--- src/rtl/vadd_pkg.sv ---
// vadd_pkg: shared widths, state encoding and element type for the vadd kernel stages
package vadd_pkg;
  localparam int DEF_DATA_WIDTH = 256;
  localparam int DEF_CNT_WIDTH = 32;
  typedef enum logic [1:0] {IDLE, RUN, DRAIN, DONE} mod_add_state_t;
  typedef logic [DEF_DATA_WIDTH-1:0] elem_t;
endpackage

--- src/rtl/vadd_mod_adder_reduce.sv ---
// mod_add_reduce: combinational (a + b) mod m for a, b < m, shared with later mod-sub/mul stages
module mod_add_reduce
  import vadd_pkg::*;
#(
  parameter int W = DEF_DATA_WIDTH
) (
  input  logic [W-1:0] a,
  input  logic [W-1:0] b,
  input  logic [W-1:0] modulus,
  output logic [W-1:0] r
);
  logic [W:0] sum;
  // keep the carry bit so a sum that wraps 2^W still compares correctly against the modulus
  always_comb begin
    sum = {1'b0, a} + {1'b0, b};
    r = (sum >= {1'b0, modulus}) ? sum[W-1:0] - modulus : sum[W-1:0];
  end
endmodule

--- src/rtl/vadd_mod_adder.sv ---
// vadd_mod_adder: job-bounded two-stage stallable modular adder between operand and result FIFOs
module vadd_mod_adder
  import vadd_pkg::*;
#(
  parameter int DATA_WIDTH = DEF_DATA_WIDTH,
  parameter int CNT_WIDTH = DEF_CNT_WIDTH
) (
  input  logic                  clock,
  input  logic                  reset,
  input  logic                  start,
  input  logic [CNT_WIDTH-1:0]  length,
  input  logic [DATA_WIDTH-1:0] modulus,
  output logic                  busy,
  output logic                  done,
  input  logic [DATA_WIDTH-1:0] a_data,
  input  logic                  a_empty,
  output logic                  a_read_enable,
  input  logic [DATA_WIDTH-1:0] b_data,
  input  logic                  b_empty,
  output logic                  b_read_enable,
  output logic [DATA_WIDTH-1:0] s_data,
  output logic                  s_write_enable,
  input  logic                  s_full
);
  mod_add_state_t state_q, state_d;
  logic [CNT_WIDTH-1:0] len_q, len_d, issued_q, issued_d, written_q, written_d;
  logic s1_valid_q, s1_valid_d, s2_valid_q, s2_valid_d;
  logic [DATA_WIDTH-1:0] s1_a_q, s1_a_d, s1_b_q, s1_b_d, s2_data_q, s2_data_d, red_r;
  logic adv, pop;

  mod_add_reduce #(.W(DATA_WIDTH)) u_reduce (
    .a(s1_a_q),
    .b(s1_b_q),
    .modulus(modulus),
    .r(red_r)
  );

  // handshakes: s_full freezes the whole pipe; both operand FIFOs pop together so pairs stay aligned
  always_comb begin
    adv = !s_full;
    pop = (state_q == RUN) && (issued_q < len_q) && !a_empty && !b_empty && adv;
    a_read_enable = pop;
    b_read_enable = pop;
    s_write_enable = s2_valid_q && adv;
    s_data = s2_data_q;
    busy = (state_q == RUN) || (state_q == DRAIN);
    done = (state_q == DONE);
  end

  // next state: DRAIN exits on the cycle of the final write so done follows it by exactly one cycle
  always_comb begin
    len_d = (state_q == IDLE && start) ? length : len_q;
    issued_d = (state_q == IDLE && start) ? '0 : pop ? issued_q + CNT_WIDTH'(1) : issued_q;
    written_d = (state_q == IDLE && start) ? '0 : s_write_enable ? written_q + CNT_WIDTH'(1) : written_q;
    state_d = (state_q == IDLE) ? (start ? ((length == '0) ? DONE : RUN) : IDLE) :
              (state_q == RUN) ? ((issued_q == len_q) ? DRAIN : RUN) :
              (state_q == DRAIN) ? ((written_d == len_q) ? DONE : DRAIN) : IDLE;
    s1_valid_d = adv ? pop : s1_valid_q;
    s1_a_d = (adv && pop) ? a_data : s1_a_q;
    s1_b_d = (adv && pop) ? b_data : s1_b_q;
    s2_valid_d = adv ? s1_valid_q : s2_valid_q;
    s2_data_d = adv ? red_r : s2_data_q;
  end

  // state, counters and pipeline registers; reset drops any in-flight results
  always_ff @(posedge clock) begin
    if (reset) begin
      state_q <= IDLE;
      len_q <= '0;
      issued_q <= '0;
      written_q <= '0;
      s1_valid_q <= 1'b0;
      s1_a_q <= '0;
      s1_b_q <= '0;
      s2_valid_q <= 1'b0;
      s2_data_q <= '0;
    end else begin
      state_q <= state_d;
      len_q <= len_d;
      issued_q <= issued_d;
      written_q <= written_d;
      s1_valid_q <= s1_valid_d;
      s1_a_q <= s1_a_d;
      s1_b_q <= s1_b_d;
      s2_valid_q <= s2_valid_d;
      s2_data_q <= s2_data_d;
    end
  end
endmodule

--- config.mk ---
export PLATFORM = sky130hd
export DESIGN_NAME = vadd_mod_adder
export DESIGN_NICKNAME = d
export VERILOG_FILES = /design/src/rtl/vadd_pkg.sv /design/src/rtl/vadd_mod_adder_reduce.sv /design/src/rtl/vadd_mod_adder.sv
export SDC_FILE = /design/constraint.sdc
export NUM_CORES = 2
export LEC_CHECK = 0
export CORE_AREA = 3 3 412 414
export DETAILED_ROUTE_END_ITERATION = 16
export DIE_AREA = 0 0 415 417
export PLACE_DENSITY = 0.65
export SYNTH_ARGS = -nofsm -noshare
export SYNTH_HDL_FRONTEND = slang
export SYNTH_SLANG_ARGS = --single-unit
--- constraint.sdc ---
create_clock -name clock -period 10.04 [get_ports clock]
set_input_delay 2.008 -clock clock [delete_from_list [all_inputs] [get_ports clock]]
set_output_delay 2.008 -clock clock [all_outputs]
set_load 0.02 [all_outputs]
Word level (Yosys, flattened, before mapping)
Cells that the tools add are included.
- flip-flop bits (word level): 868
- input bits: 806
- output and inout bits: 261
- word-level logic and storage cells: 44
- add/subtract/negate cells: 4
- magnitude comparators: 2
- equal/unequal tests: 5
- muxes and demuxes: 10
- reduce and logical (&&, ||, !) cells: 14
- operators by type and width (cell ; count):
    256-bit by 256-bit adder with 257-bit output ; 1
    257-bit by 256-bit >= comparator with 1-bit output ; 1
    256-bit two-way mux ; 1
    256-bit subtractor ; 1
    32-bit by 1-bit adder with 32-bit output (second input constant) ; 2
    32-bit equality test ; 2
    32-bit two-way mux ; 2
    32-bit zero test ; 1
    32-bit < comparator ; 1
    2-bit two-way mux ; 6
    1-bit logical AND ; 7
    2-bit equality test (second input constant) ; 2
    1-bit zero test ; 3
    2-bit by 1-bit equality test with 1-bit output (second input constant) ; 1
    2-bit zero test ; 1
    2-bit OR reduction ; 1
    1-bit logical OR ; 1
    1-bit two-way mux ; 1

Longest topological paths before layout
- depth in word-level cells: 9
- mapped depth: 40
- depth with buffers taken out: 36

Modules after synthesis
From an unflattened synthesis, not the netlist that was laid out.
- cells, all modules: 10210
- area, all modules: 71060.7 um^2
- by module, submodules not included (module ; times used ; cells each ; area an instance (um^2) ; sequential area each (um^2)):
    mod_add_reduce ; 1 ; 6420 ; 38931.1 ; 0.0
    vadd_mod_adder ; 1 ; 3790 ; 32129.6 ; 17376.7

Worst setup path before layout
Ideal clock, no wire load.
- path type: register to register
- start: register s1_a_q[0]
- end: register s2_data_q[104], in the netlist s_data[104]
- arrival: 7304 ps
- path slack: 2608 ps
- stages on the path, launching flop included: 39
- buffers on the path: 3
- clock period less this slack: 7432 ps
- path through: dfxtp_1 > ha_1 > fa_1 > a21o_1 > a221oi_1 > o311a_1 > a21oi_1 > a22oi_1 > nand2b_1 > a41o_1 > a21boi_0 > nor3_1 > nor2_1 > inv_1 > a21o_1 > a21oi_1 > o21ai_0 > xor2_1 > (+3 left out) > and4_1 > nand4_1 > o21ai_0 > a211oi_1 > nand2_2 > a21oi_2 > o41ai_4 > a21oi_2 > o21a_1 > o21ba_4 > o211a_1 > buf_4 > buf_6 > buf_2 > a21oi_1 > o21ai_1 > o21ai_0 > nor2_1
- word-level cells in the longest chain between the ends: 3
- RTL lines (element ; RTL line ; text):
    start: declaration ; vadd_mod_adder.sv:28 ; logic [DATA_WIDTH-1:0] s1_a_q, s1_a_d, s1_b_q, s1_b_d, s2_data_q, s2_data_d, red_r;
    start signal: assignment ; vadd_mod_adder.sv:73 ; s1_a_q <= '0;
    start signal: assignment ; vadd_mod_adder.sv:83 ; s1_a_q <= s1_a_d;
    256-bit by 256-bit adder with 257-bit output (*) ; vadd_mod_adder_reduce.sv:15 ; sum = {1'b0, a} + {1'b0, b};
    256-bit subtractor or 257-bit by 256-bit >= comparator with 1-bit output (tied branches) ; vadd_mod_adder_reduce.sv:16 ; r = (sum >= {1'b0, modulus}) ? sum[W-1:0] - modulus : sum[W-1:0];
    256-bit two-way mux (*) ; vadd_mod_adder_reduce.sv:16 ;
    end signal: assignment ; vadd_mod_adder.sv:86 ; s2_data_q <= s2_data_d;
    end: declaration ; vadd_mod_adder.sv:28 ;
Mark *: on every way between the ends. The rest lies on a longest branch, timed or not.
A chain may end at the register's enable or synchronous reset.

Final worst setup path
- start: register s1_b_q[22]
- end: register s2_data_q[163], in the netlist s_data[163]
- word-level cells in the longest chain between the ends: 3
- RTL lines (element ; RTL line ; text):
    start: declaration ; vadd_mod_adder.sv:28 ;
    start signal: assignment ; vadd_mod_adder.sv:74 ; s1_b_q <= '0;
    start signal: assignment ; vadd_mod_adder.sv:84 ; s1_b_q <= s1_b_d;
    256-bit by 256-bit adder with 257-bit output (*) ; vadd_mod_adder_reduce.sv:15 ;
    256-bit subtractor or 257-bit by 256-bit >= comparator with 1-bit output (tied branches) ; vadd_mod_adder_reduce.sv:16 ;
    256-bit two-way mux (*) ; vadd_mod_adder_reduce.sv:16 ;
Marked as above.

==> impl_metrics.yaml <==
yosys:
  synth_warnings: 0
  yosysSeqAreaShare: 0.251
  netlist.top_cell.by_area: "sky130_fd_sc_hd__dfxtp_1"
  synth-seq-cells: 868
  cell_area_after_synthesis_mm2: 0.0693
  post_synth_main_area_contributors: "sky130_fd_sc_hd__dfxtp_1, sky130_fd_sc_hd__a21oi_1, sky130_fd_sc_hd__nand2_1"
  synthCells: 10100
  synth_cell_types: 91
  synthDominantCellAreaShare: 0.251
  synth_area_per_cell_um2: 6.86
  synth-edff-count: 0
  ys_dominant_reg_cell: "sky130_fd_sc_hd__dfxtp_1"
  postSynthNetCount: 11500
  asyncSetResetFlopFracSynth: 0
sta:
  fin_skew_ps: 46.8
  setup-violations-final: 0
  timing.final.crit_share: 0.988
  hold_viol: 0
  finalSetupTns_ps: 0
  timing.final.max_slew_violations: 4
  post_layout_min_period_ps: 9920
  timing_worst_slew_pin_value_ps: 1690
  fmax_mhz: 101
  timing.max_slew.rel_slack: -0.137
  grt_setup_unrepaired: "false"
global_routing:
  initial_antenna_violation_count: 15
  first_global_vias: 75400
  largest_net_degree_at_the_start_of_global_routing: 200
  gr-total-overflow: 0
  grt.total_usage: 0.394
  grt_pass1_wl_um: 511000
critical_path:
  slowest_stage: "sky130_fd_sc_hd__a2bb2oi_1"
  worstRegToRegCells: 32
  worstPathArrival_ps: 10510
  r2r_setup_slack_ps: 120
  worst_setup_path_endpoint: "s_data[163]"
  rr_endpoint: "s_data[163]"
  worst-path-max-fanout: 42
  cp-end-kind: "register"
  crit_top_cell: "sky130_fd_sc_hd__a21oi_1"
  endpoint_required_time_on_the_critical_path_ps: 10630
  worstSetupStartpoint: "s1_b_q[22]"
  worstReg2RegStart: "s1_b_q[22]"
  setup.worst_path.class: "register to register"
  critical_path.startpoint_type: "register"
  cpPeakStageDelay_ps: 610
cts:
  root_buffer: "sky130_fd_sc_hd__clkbuf_16"
  tritoncts: "built"
  number_of_buffers_created_by_cts: 99
  cts-htree-levels: 3
  cts_hold_buffers: 0
  cts_sinks: 868
  cts-resized-gates: 0
  clk_pin_slew_worst_paths_ps: 60
  postCtsSetupBuffers: 0
  worstSkewPairLatency_ps: 760
  number_of_buffers_between_clock_root_and_the_deepest_sink: 3
drt:
  postRouteWirelength_um: 361000
  detailroute.via_count: 80800
  detail_route.drc_violations: 0
  routed_wire_length_per_instance_um: 27.3
  final_antenna_net_count: 0
  drt_pass1_iterations: 7
  routed_via_density: 6.10
  drt_iter0_drc: 9594
layout:
  multiInputGateArea_mm2: 0.0481
  fillcell_total: 16400
  share_of_post_route_cells_with_drive_strength_above_1: 0.0436
  areaGrowthSynthToFinish_pct: 24.2
  num-nets-final: 12300
  register_cell_area_after_layout_mm2: 0.0174
floorplan:
  dieArea_mm2: 0.173
  floorplan.die.width_um: 415
  top_level_ports: 1067
  core_area_mm2: 0.167
  placementRows: 150
  die_y_um: 417
  initial_utilization: 0.416
flow_run:
  drv_cap: 1
status:
  violations: "max-capacitance violations, max-slew violations"
  status: "finished with violations"
hold_path:
  worstHoldPathType: "register to register"
placement:
  dpl.hpwl_um: 303000
  port_buffers: 1066
  globalplace.congestion: 1.06
pwr:
  finalPower_w: 0.00966
  power_leakage_nw: 34.4
  power_density_over_cell_area_mw_per_mm2: 112
  ir_worst_vdd_v: 0.000165
[power breakdown]
part,leakage (nW),switching [W],total [W],internal [W]
clock network,1.74,0.00172,0.00404,0.00231
logic,25.6,0.00119,0.00198,0.000791
registers,7.04,0.000103,0.00364,0.00354
[cell type report]
| type | count | share of cell area |
|---|---|---|
| sequential | 868 | 0.202 |
| tap | 2204 | 0.0320 |
| antenna | 12 | 0.000349 |
| multi-input combinational | 8212 | 0.558 |
| timing repair buffer | 1291 | 0.146 |
| inverter | 469 | 0.0206 |
| clock buffer | 130 | 0.0327 |
| clock inverter | 55 | 0.00880 |
[sequential cells by signal (all words and copies together), names as in the netlist]
signal	count
state_q	2
len_q	32
s2_valid_q	1
s1_b_q	256
issued_q	32
s_data	256
s1_valid_q	1
s1_a_q	256
written_q	32
[how the worst min path moves through the flow]
stage,startpoint,slack [ps],cells past startpoint,to
final,s1_a_q[115],460,2,s1_a_q[115]
after global routing,s1_a_q[42],480,2,s1_a_q[42]
after CTS,s1_a_q[115],460,2,s1_a_q[115]
after detailed placement,s1_a_q[115],450,2,s1_a_q[115]
after global placement,s1_b_q[123],450,2,s1_b_q[123]
after floorplan,len_q[27],440,2,len_q[27]
[per-stage QoR]
step | util | instance area (um2) | setup WS (ps) | std cells | hold WS (ps)
finish | 0.517 | 86100 | 116 | 13200 | 458
global route | 0.517 | 86100 | 2.91 | 13200 | 476
CTS | 0.516 | 86100 | 79.0 | 13200 | 461
detailed placement | 0.495 | 82500 | 102 | 13000 | 451
global placement | 0.495 | 82500 | 167 | 13000 | 447
floorplan | - | 69300 | 2610 | 10100 | 436
[worst max-delay path: cells and delay by family, from the launching register on]
family	cells	cell delay [ps]
fa+ha+maj	2	860
buf+inv	4	760
compound gates	18	5510
xor+xnor	1	520
simple gates	7	1720
flops	1	320
[cell usage after synthesis, types with 102 or more instances]
cell	instances
sky130_fd_sc_hd__xnor2_1	355
sky130_fd_sc_hd__a21o_1	244
sky130_fd_sc_hd__o21bai_1	172
sky130_fd_sc_hd__a21oi_1	1573
sky130_fd_sc_hd__clkbuf_1	488
sky130_fd_sc_hd__nand2_1	1958
sky130_fd_sc_hd__nand4_1	299
sky130_fd_sc_hd__ha_1	550
sky130_fd_sc_hd__nand3_1	102
sky130_fd_sc_hd__dfxtp_1	868
sky130_fd_sc_hd__inv_1	467
sky130_fd_sc_hd__nor2_1	858
sky130_fd_sc_hd__nor3_1	179
sky130_fd_sc_hd__o21ai_0	659
sky130_fd_sc_hd__xor2_1	228
[logic make-up after synthesis]
family                     share of synthesized area
AOI/OAI and AO/OA                              0.283
xor gates and xnor gates                      0.0736
adders and majority gates                     0.0998
buffers and inverters                         0.0579
DFF                                            0.251
muxes                                        0.00462
and+or+nand+nor                                0.231
[layer usage]
layer,up-vias,GRT usage,part of all wire
met3,699,0.0690,0.085
met4,10,0.234,0.072
met5,-,0,0.00019
met2,4155,0.589,0.42
li1,37200,-,-
met1,38800,0.530,0.42
[layout by cell type, fill, tap and decap left out, types with 177 or more instances in the layout]
cell / netlist / layout
sky130_fd_sc_hd__nor2_1: 858 / 857
sky130_fd_sc_hd__nand2_1: 1958 / 1958
sky130_fd_sc_hd__nand4_1: 299 / 299
sky130_fd_sc_hd__clkdlybuf4s50_1: 0 / 1064
sky130_fd_sc_hd__ha_1: 550 / 550
sky130_fd_sc_hd__a21oi_1: 1573 / 1572
sky130_fd_sc_hd__dfxtp_1: 868 / 868
sky130_fd_sc_hd__nor3_1: 179 / 177
sky130_fd_sc_hd__a21o_1: 244 / 244
sky130_fd_sc_hd__xnor2_1: 355 / 355
sky130_fd_sc_hd__xor2_1: 228 / 228
sky130_fd_sc_hd__buf_4: 6 / 210
sky130_fd_sc_hd__inv_1: 467 / 466
sky130_fd_sc_hd__o21ai_0: 659 / 658
(Power assumes the default switching activity.)
